## src/rtl/servo_pkg.sv

```systemverilog
// Shared constants and cycle-count helpers for the servo PWM bank.
// Everything is a pure function of the bank parameters.
package servo_pkg;

    // Cycles spanned by a duration given in microseconds.
    function automatic int cyc_of_us(input int clk_rate, input int us);
        return (clk_rate / 1000000) * us;
    endfunction

    // Clock cycles added to the pulse per position LSB.
    function automatic int step_cyc(
        input int clk_rate,
        input int min_us,
        input int max_us,
        input int pos_w
    );
        return (cyc_of_us(clk_rate, max_us) - cyc_of_us(clk_rate, min_us))
               >> pos_w;
    endfunction

    // Mid-scale position used on reset.
    function automatic int center(input int pos_w);
        return 1 << (pos_w - 1);
    endfunction

    // Counter width able to hold 0..frame_cyc-1.
    function automatic int cnt_width(input int frame_cyc);
        return (frame_cyc > 2) ? $clog2(frame_cyc) : 1;
    endfunction

endpackage

```

## src/rtl/servo_channel.sv

```systemverilog
// One servo channel: shadow/target/current position, slew limiter,
// pulse threshold and the registered PWM output bit.
//  clk, rst_n       clock, synchronous active-low reset
//  wr_en_i/wr_pos_i shadow write strobe and value
//  commit_i         copy shadow into target
//  frame_end_i      last cycle of the frame: advance cur and threshold
//  frame_cnt_i      shared frame counter
//  servo_out_o      registered PWM output
//  at_target_o      cur == target (combinational)
module servo_channel
    import servo_pkg::*;
#(
    parameter int POS_WIDTH = 8,
    parameter int CNT_W     = 20,
    parameter int MIN_CYC   = 50000,
    parameter int STEP_CYC  = 195,
    parameter int SLEW_STEP = 4
) (
    input  logic                 clk,
    input  logic                 rst_n,
    input  logic                 wr_en_i,
    input  logic [POS_WIDTH-1:0] wr_pos_i,
    input  logic                 commit_i,
    input  logic                 frame_end_i,
    input  logic [CNT_W-1:0]     frame_cnt_i,
    output logic                 servo_out_o,
    output logic                 at_target_o
);

    localparam logic [POS_WIDTH-1:0] CENTER_P =
        POS_WIDTH'(center(POS_WIDTH));
    localparam int STEP_LIM =
        (SLEW_STEP > (1 << POS_WIDTH)) ? (1 << POS_WIDTH) : SLEW_STEP;
    localparam logic [POS_WIDTH:0] STEP_V = (POS_WIDTH + 1)'(STEP_LIM);
    localparam logic [CNT_W-1:0] THRESH_RST =
        CNT_W'(MIN_CYC + center(POS_WIDTH) * STEP_CYC);

    logic [POS_WIDTH-1:0] shadow_q, shadow_d;
    logic [POS_WIDTH-1:0] target_q, target_d;
    logic [POS_WIDTH-1:0] cur_q, cur_d;
    logic [CNT_W-1:0]     thresh_q, thresh_d;
    logic                 out_q, out_d;

    logic                 up;
    logic [POS_WIDTH:0]   diff;
    logic [POS_WIDTH:0]   step;
    logic [POS_WIDTH-1:0] cur_step;

    always_comb begin
        up   = target_q > cur_q;
        diff = up ? ({1'b0, target_q} - {1'b0, cur_q})
                  : ({1'b0, cur_q} - {1'b0, target_q});
        // Zero step limit means jump straight to target.
        if (SLEW_STEP == 0 || diff < STEP_V) begin
            step = diff;
        end else begin
            step = STEP_V;
        end
        // step never exceeds diff, which fits in POS_WIDTH bits.
        cur_step = up ? (cur_q + step[POS_WIDTH-1:0])
                      : (cur_q - step[POS_WIDTH-1:0]);

        shadow_d = wr_en_i ? wr_pos_i : shadow_q;
        // Commit sees the shadow before any same-cycle write.
        target_d = commit_i ? shadow_q : target_q;
        cur_d    = cur_q;
        thresh_d = thresh_q;
        if (frame_end_i) begin
            cur_d    = cur_step;
            thresh_d = CNT_W'(MIN_CYC)
                     + CNT_W'(cur_step) * CNT_W'(STEP_CYC);
        end
        // Threshold only moves on the frame's last cycle, so a
        // pulse width is fixed for the whole frame.
        out_d = frame_cnt_i < thresh_q;
    end

    always_ff @(posedge clk) begin
        if (!rst_n) begin
            shadow_q <= CENTER_P;
            target_q <= CENTER_P;
            cur_q    <= CENTER_P;
            thresh_q <= THRESH_RST;
            out_q    <= 1'b0;
        end else begin
            shadow_q <= shadow_d;
            target_q <= target_d;
            cur_q    <= cur_d;
            thresh_q <= thresh_d;
            out_q    <= out_d;
        end
    end

    assign servo_out_o = out_q;
    assign at_target_o = cur_q == target_q;

endmodule

```

## src/rtl/servo_bank_ctrl.sv

```systemverilog
// N-channel servo PWM bank with shadow writes, atomic commit and slew.
//  clk, rst_n    clock, synchronous active-low reset
//  servo_num/servo_pos/new_pos  shadow write port
//  trigger       asynchronous commit request (rising edge)
//  servo_out     registered PWM outputs
//  commit_pulse  shadow copied to target
//  wr_err        write to a channel index that does not exist
//  frame_start   frame counter wrapped to 0
//  settled       every channel at its target
module servo_bank_ctrl
    import servo_pkg::*;
#(
    parameter int NUM_SERVOS   = 8,
    parameter int POS_WIDTH    = 8,
    parameter int CLK_RATE     = 50000000,
    parameter int FRAME_US     = 20000,
    parameter int MIN_PULSE_US = 1000,
    parameter int MAX_PULSE_US = 2000,
    parameter int SLEW_STEP    = 4
) (
    input  logic                  clk,
    input  logic                  rst_n,
    input  logic [5:0]            servo_num,
    input  logic [POS_WIDTH-1:0]  servo_pos,
    input  logic                  new_pos,
    input  logic                  trigger,
    output logic [NUM_SERVOS-1:0] servo_out,
    output logic                  commit_pulse,
    output logic                  wr_err,
    output logic                  frame_start,
    output logic                  settled
);

    localparam int FRAME_CYC = cyc_of_us(CLK_RATE, FRAME_US);
    localparam int MIN_CYC   = cyc_of_us(CLK_RATE, MIN_PULSE_US);
    localparam int STEP_CYC  =
        step_cyc(CLK_RATE, MIN_PULSE_US, MAX_PULSE_US, POS_WIDTH);
    localparam int CNT_W     = cnt_width(FRAME_CYC);
    localparam logic [CNT_W-1:0] LAST_CNT = CNT_W'(FRAME_CYC - 1);

    logic [CNT_W-1:0] frame_cnt_q, frame_cnt_d;
    logic             frame_start_q, frame_start_d;
    logic             trig_s1_q, trig_s2_q, trig_s3_q;
    logic             commit_q, commit_d;
    logic             wr_err_q, wr_err_d;
    logic             settled_q, settled_d;

    logic                  frame_end;
    logic                  wr_ok;
    logic [NUM_SERVOS-1:0] at_target;

    always_comb begin
        frame_end     = frame_cnt_q == LAST_CNT;
        frame_cnt_d   = frame_end ? '0 : frame_cnt_q + 1'b1;
        frame_start_d = frame_end;
        // Rising edge on the synchronised trigger.
        commit_d      = trig_s2_q & ~trig_s3_q;
        // 7-bit compare keeps NUM_SERVOS = 64 representable.
        wr_ok         = new_pos && ({1'b0, servo_num} < 7'(NUM_SERVOS));
        wr_err_d      = new_pos && !wr_ok;
        settled_d     = &at_target;
    end

    always_ff @(posedge clk) begin
        if (!rst_n) begin
            frame_cnt_q   <= '0;
            frame_start_q <= 1'b0;
            trig_s1_q     <= 1'b0;
            trig_s2_q     <= 1'b0;
            trig_s3_q     <= 1'b0;
            commit_q      <= 1'b0;
            wr_err_q      <= 1'b0;
            settled_q     <= 1'b1;
        end else begin
            frame_cnt_q   <= frame_cnt_d;
            frame_start_q <= frame_start_d;
            trig_s1_q     <= trigger;
            trig_s2_q     <= trig_s1_q;
            trig_s3_q     <= trig_s2_q;
            commit_q      <= commit_d;
            wr_err_q      <= wr_err_d;
            settled_q     <= settled_d;
        end
    end

    for (genvar i = 0; i < NUM_SERVOS; i++) begin : g_ch
        servo_channel #(
            .POS_WIDTH (POS_WIDTH),
            .CNT_W     (CNT_W),
            .MIN_CYC   (MIN_CYC),
            .STEP_CYC  (STEP_CYC),
            .SLEW_STEP (SLEW_STEP)
        ) u_ch (
            .clk         (clk),
            .rst_n       (rst_n),
            .wr_en_i     (wr_ok && (servo_num == 6'(i))),
            .wr_pos_i    (servo_pos),
            .commit_i    (commit_d),
            .frame_end_i (frame_end),
            .frame_cnt_i (frame_cnt_q),
            .servo_out_o (servo_out[i]),
            .at_target_o (at_target[i])
        );
    end

    assign commit_pulse = commit_q;
    assign wr_err       = wr_err_q;
    assign frame_start  = frame_start_q;
    assign settled      = settled_q;

endmodule

```

## config.mk

```make
export PLATFORM = sky130hd
export DESIGN_NAME = servo_bank_ctrl
export DESIGN_NICKNAME = d
export VERILOG_FILES = /design/src/rtl/servo_pkg.sv /design/src/rtl/servo_channel.sv /design/src/rtl/servo_bank_ctrl.sv
export SDC_FILE = /design/constraint.sdc
export NUM_CORES = 2
export LEC_CHECK = 0
export ABC_CLOCK_PERIOD_IN_PS = 13400
export BUFFER_PORTS_ARGS = -buffer_cell sky130_fd_sc_hd__buf_2
export CAP_MARGIN = 30
export CORE_MARGIN = 5
export CORE_UTILIZATION = 65
export CTS_CLUSTER_SIZE = 16
export DETAILED_ROUTE_END_ITERATION = 8
export PLACE_DENSITY = 0.89
export SETUP_SLACK_MARGIN = 0.1
export SLEW_MARGIN = 40
export SYNTH_ARGS = -nofsm -noshare
export SYNTH_HDL_FRONTEND = slang
export SYNTH_SLANG_ARGS = --single-unit
```

## constraint.sdc

```tcl
create_clock -name clk -period 13.4 [get_ports clk]
set_input_delay 2.01 -clock clk [delete_from_list [all_inputs] [get_ports clk]]
set_output_delay 2.01 -clock clk [all_outputs]
set_load 0.02 [all_outputs]
```

==> flow_metrics.env <==
export IMPL_status="finished clean"
export IMPL_path_common_cell="ha_1"
export IMPL_use_met1_pct=35.3
export IMPL_cts_resized=0
export IMPL_grtUsageMet3_pct=4.38
export IMPL_grt_pass1_vias=28569
export IMPL_synth_top_area_share_pct=26.7
export IMPL_rsz0062_at_grt="no"
export IMPL_finalWorstSetupSlack_ns=3.80
export IMPL_cts_tree="built"
export IMPL_slew_headroom_pct=40.5
export IMPL_vias=28662
export IMPL_grt_max_degree=86
export IMPL_dieArea_um2=56700
export IMPL_yosys_area_top_type="ha_1"
export IMPL_crit_fanout=14
export IMPL_synth_area_um2=33800
export IMPL_crit_path_start="g_ch[1].u_ch.cur_q[1]"
export IMPL_synth_seq_area_share_pct=21.0
export IMPL_antenna_found_initial=3
export IMPL_hold_path_class="register to register"
export IMPL_synth_edf_count=0
export IMPL_top_usage_layer="met2"
export IMPL_wire_per_inst_um=17.7
export IMPL_use_met2_pct=51.7
export IMPL_power_net_switching_uw=1430
export IMPL_post_dp_hpwl_mm=61.7
export IMPL_final_core_util_pct=69.9
export IMPL_critPathKind="register to register"
export IMPL_clk_latency_ns=0.59
export IMPL_leakagePower_uw=0.0175
export IMPL_holdBufCountCts=0
export IMPL_place_inst=4731
export IMPL_postCtsSetupRepairBufs=0
export IMPL_period_share_pct=71.6
export IMPL_clk_transition_reported_paths_ns=0.06
export IMPL_cts_sinks=355
export IMPL_grt_pass1_wl_mm=139
export IMPL_cp_required_ns=13.86
export IMPL_fmax_mhz=104
export IMPL_grt_ovfl_total=0
export IMPL_ys_types=94
export IMPL_tightest_slew_ns=0.891
export IMPL_p_per_area_nw_per_um2=111
export IMPL_die_w_um=238
export IMPL_finalHoldViolCount=0
export IMPL_ys_warn_count=0
export IMPL_track_usage_pct=29.2
export IMPL_instances_no_fill=4808
export IMPL_multi_input_area_um2=23900
export IMPL_p_int_uw=2570
export IMPL_place_gp_congestion=0.942
export IMPL_synth_async_reset_ratio_pct=0
export IMPL_synthesis_nets=4969
export IMPL_post_route_min_period_ns=9.60
export IMPL_p_sw_share_pct=35.7
export IMPL_ant_nets=0
export IMPL_cts_buffers=42
export IMPL_final_nets=4909
export IMPL_min_delay_start="g_ch[3].u_ch.shadow_q[0]"
export IMPL_crit_slowest_cell="fa_1"
export IMPL_clock_path_buffers=3
export IMPL_drive_gt1_share_pct=4.75
export IMPL_syn_inst=4157
export IMPL_p_clk_share_pct=32.8
export IMPL_clock_root_buffer="clkbuf_16"
export IMPL_port_buffers=29
export IMPL_worstPathArrival_ns=10.06
export IMPL_die_h_um=238
export IMPL_routed_wl_mm=85.2
export IMPL_r2r_start="g_ch[1].u_ch.cur_q[1]"
export IMPL_setup_tns_final_ns=0
export IMPL_avgSynthCellArea_um2=8.13
export IMPL_n_antenna_cell=0
export IMPL_drc=0
export IMPL_nFillCells=3821
export IMPL_setup_viol=0
export IMPL_post_place_ws_ns=4.03
export IMPL_initial_core_util_pct=65.8
export IMPL_synth_area_leaders="ha_1 (27%), dfxtp_1 (21%), inv_1 (6.5%)"
export IMPL_vias_per_cell=5.96
export IMPL_seq_area_um2=7120
export IMPL_maxCapViolations=0
export IMPL_io_pins=30
export IMPL_synthFlopType="dfxtp_1"
export IMPL_mostFrequentLayoutCells="ha_1 (722), inv_1 (582), nand2_1 (471)"
export IMPL_p_total_uw=4000
export IMPL_vdd_drop_max_mv=0.108
export IMPL_ys_ff_latch=355
export IMPL_mostFrequentLayoutCell="ha_1"
export IMPL_cp_slowest_stage_delay_ns=0.49
export IMPL_fin_skew_ns=0.0247
export IMPL_syn2layout_area_growth_pct=6.36
export IMPL_end_kind="register"
export IMPL_share_comb_of_total_power_pct=40.5
export IMPL_drtIter0Drc=1974
export IMPL_pwr_share_seq_pct=26.6
export IMPL_core_area_um2=51400
export IMPL_htree_levels=2
export IMPL_slew_viol_final=0
export IMPL_dr_pass1_iters=8
export IMPL_startpoint_type="register"
export IMPL_rows=83
-- final cells by class --
cell class | instances | area share (%)
multi-input combinational | 3063 | 66.5
sequential | 355 | 19.8
inverter | 584 | 6.12
clock buffer | 53 | 3.24
tap | 680 | 2.37
clock inverter | 22 | 1.12
timing repair buffer | 51 | 0.905
-- registers in the layout, summed over array words and instances, names as in the netlist, 8 cells and up --
signal                 count
frame_cnt_q               20
g_ch.u_ch.cur_q           64
g_ch.u_ch.servo_out_o      8
g_ch.u_ch.shadow_q        64
g_ch.u_ch.target_q        64
g_ch.u_ch.thresh_q       128
-- metrics by stage --
step | hold WS [ns] | area (um^2)
2_1_floorplan | 0.406 | 33800
3_3_place_gp | 0.437 | 34300
3_5_place_dp | 0.428 | 34400
4_1_cts | 0.451 | 35900
5_1_grt | 0.464 | 36000
6_report | 0.449 | 36000
-- power groups by stage --
stage          logic (uW)  registers [uW]  clock network, uW
4_1_cts              1620            1070               1330
5_1_grt              1840            1070               1360
2_1_floorplan        1240            1090                  0
6_report             1620            1070               1310
3_5_place_dp         1580            1090                  0
3_3_place_gp         1510            1090                  0
-- routing by layer --
layer / wire, um / share of wire [%]
met1: 34100 / 40
met2: 41200 / 48
met3: 5490 / 6.4
met4: 4330 / 5.1
met5: 34 / 0.040
-- path summary, 6_finish.rpt --
path | to | slack, ns | cells after the start
worst min register to register | g_ch[3].u_ch.target_q[0] | 0.45 | 2
worst min-delay path | g_ch[3].u_ch.target_q[0] | 0.45 | 2
worst max register to register | g_ch[1].u_ch.thresh_q[16] | 3.80 | 37
worst max-delay path | g_ch[1].u_ch.thresh_q[16] | 3.80 | 37
-- critical path, delay by kind of cell (launching register included) --
family / cells / cell delay [ns]
mux: 1 / 0.42
simple gates: 10 / 1.62
buf+inv: 1 / 0.16
compound gates: 14 / 3.18
flops: 1 / 0.41
xor+xnor: 3 / 0.94
fa+ha+maj: 8 / 2.72
-- synthesized netlist by cell type, drive strengths merged, types with 8 or more instances --
| library cell | count |
|---|---|
| a21oi | 344 |
| o21ai | 159 |
| inv | 584 |
| nor3 | 49 |
| nand3 | 46 |
| ha | 722 |
| and3 | 28 |
| clkbuf | 119 |
| nor4 | 16 |
| nand2b | 39 |
| or2 | 17 |
| nand2 | 472 |
| o21a | 23 |
| o41ai | 13 |
| a31oi | 18 |
| xnor2 | 112 |
| o22ai | 11 |
| and4 | 11 |
| nand4 | 36 |
| and2 | 21 |
| fa | 72 |
| nor2b | 56 |
| buf | 36 |
| xor2 | 71 |
| a21o | 99 |
| o311ai | 15 |
| o31ai | 8 |
| mux2i | 96 |
| o21bai | 26 |
| o2111ai | 10 |
| o211ai | 45 |
| nor2 | 244 |
| dfxtp | 355 |
| nand3b | 15 |
| nor3b | 8 |
| a21boi | 12 |
| or3 | 27 |
| a211oi | 27 |
-- cell families after synthesis --
kind of cell               count (synthesis)  synth area share, %
AOI/OAI and AO/OA                        881                 16.5
xor gates and xnor gates                 184                 4.81
adders and majority gates                794                 31.0
buffers and inverters                    739                 8.41
DFF                                      355                 21.0
muxes                                    103                 3.10
and+or+nand+nor                         1101                 15.2
(Power assumes the default switching activity.)
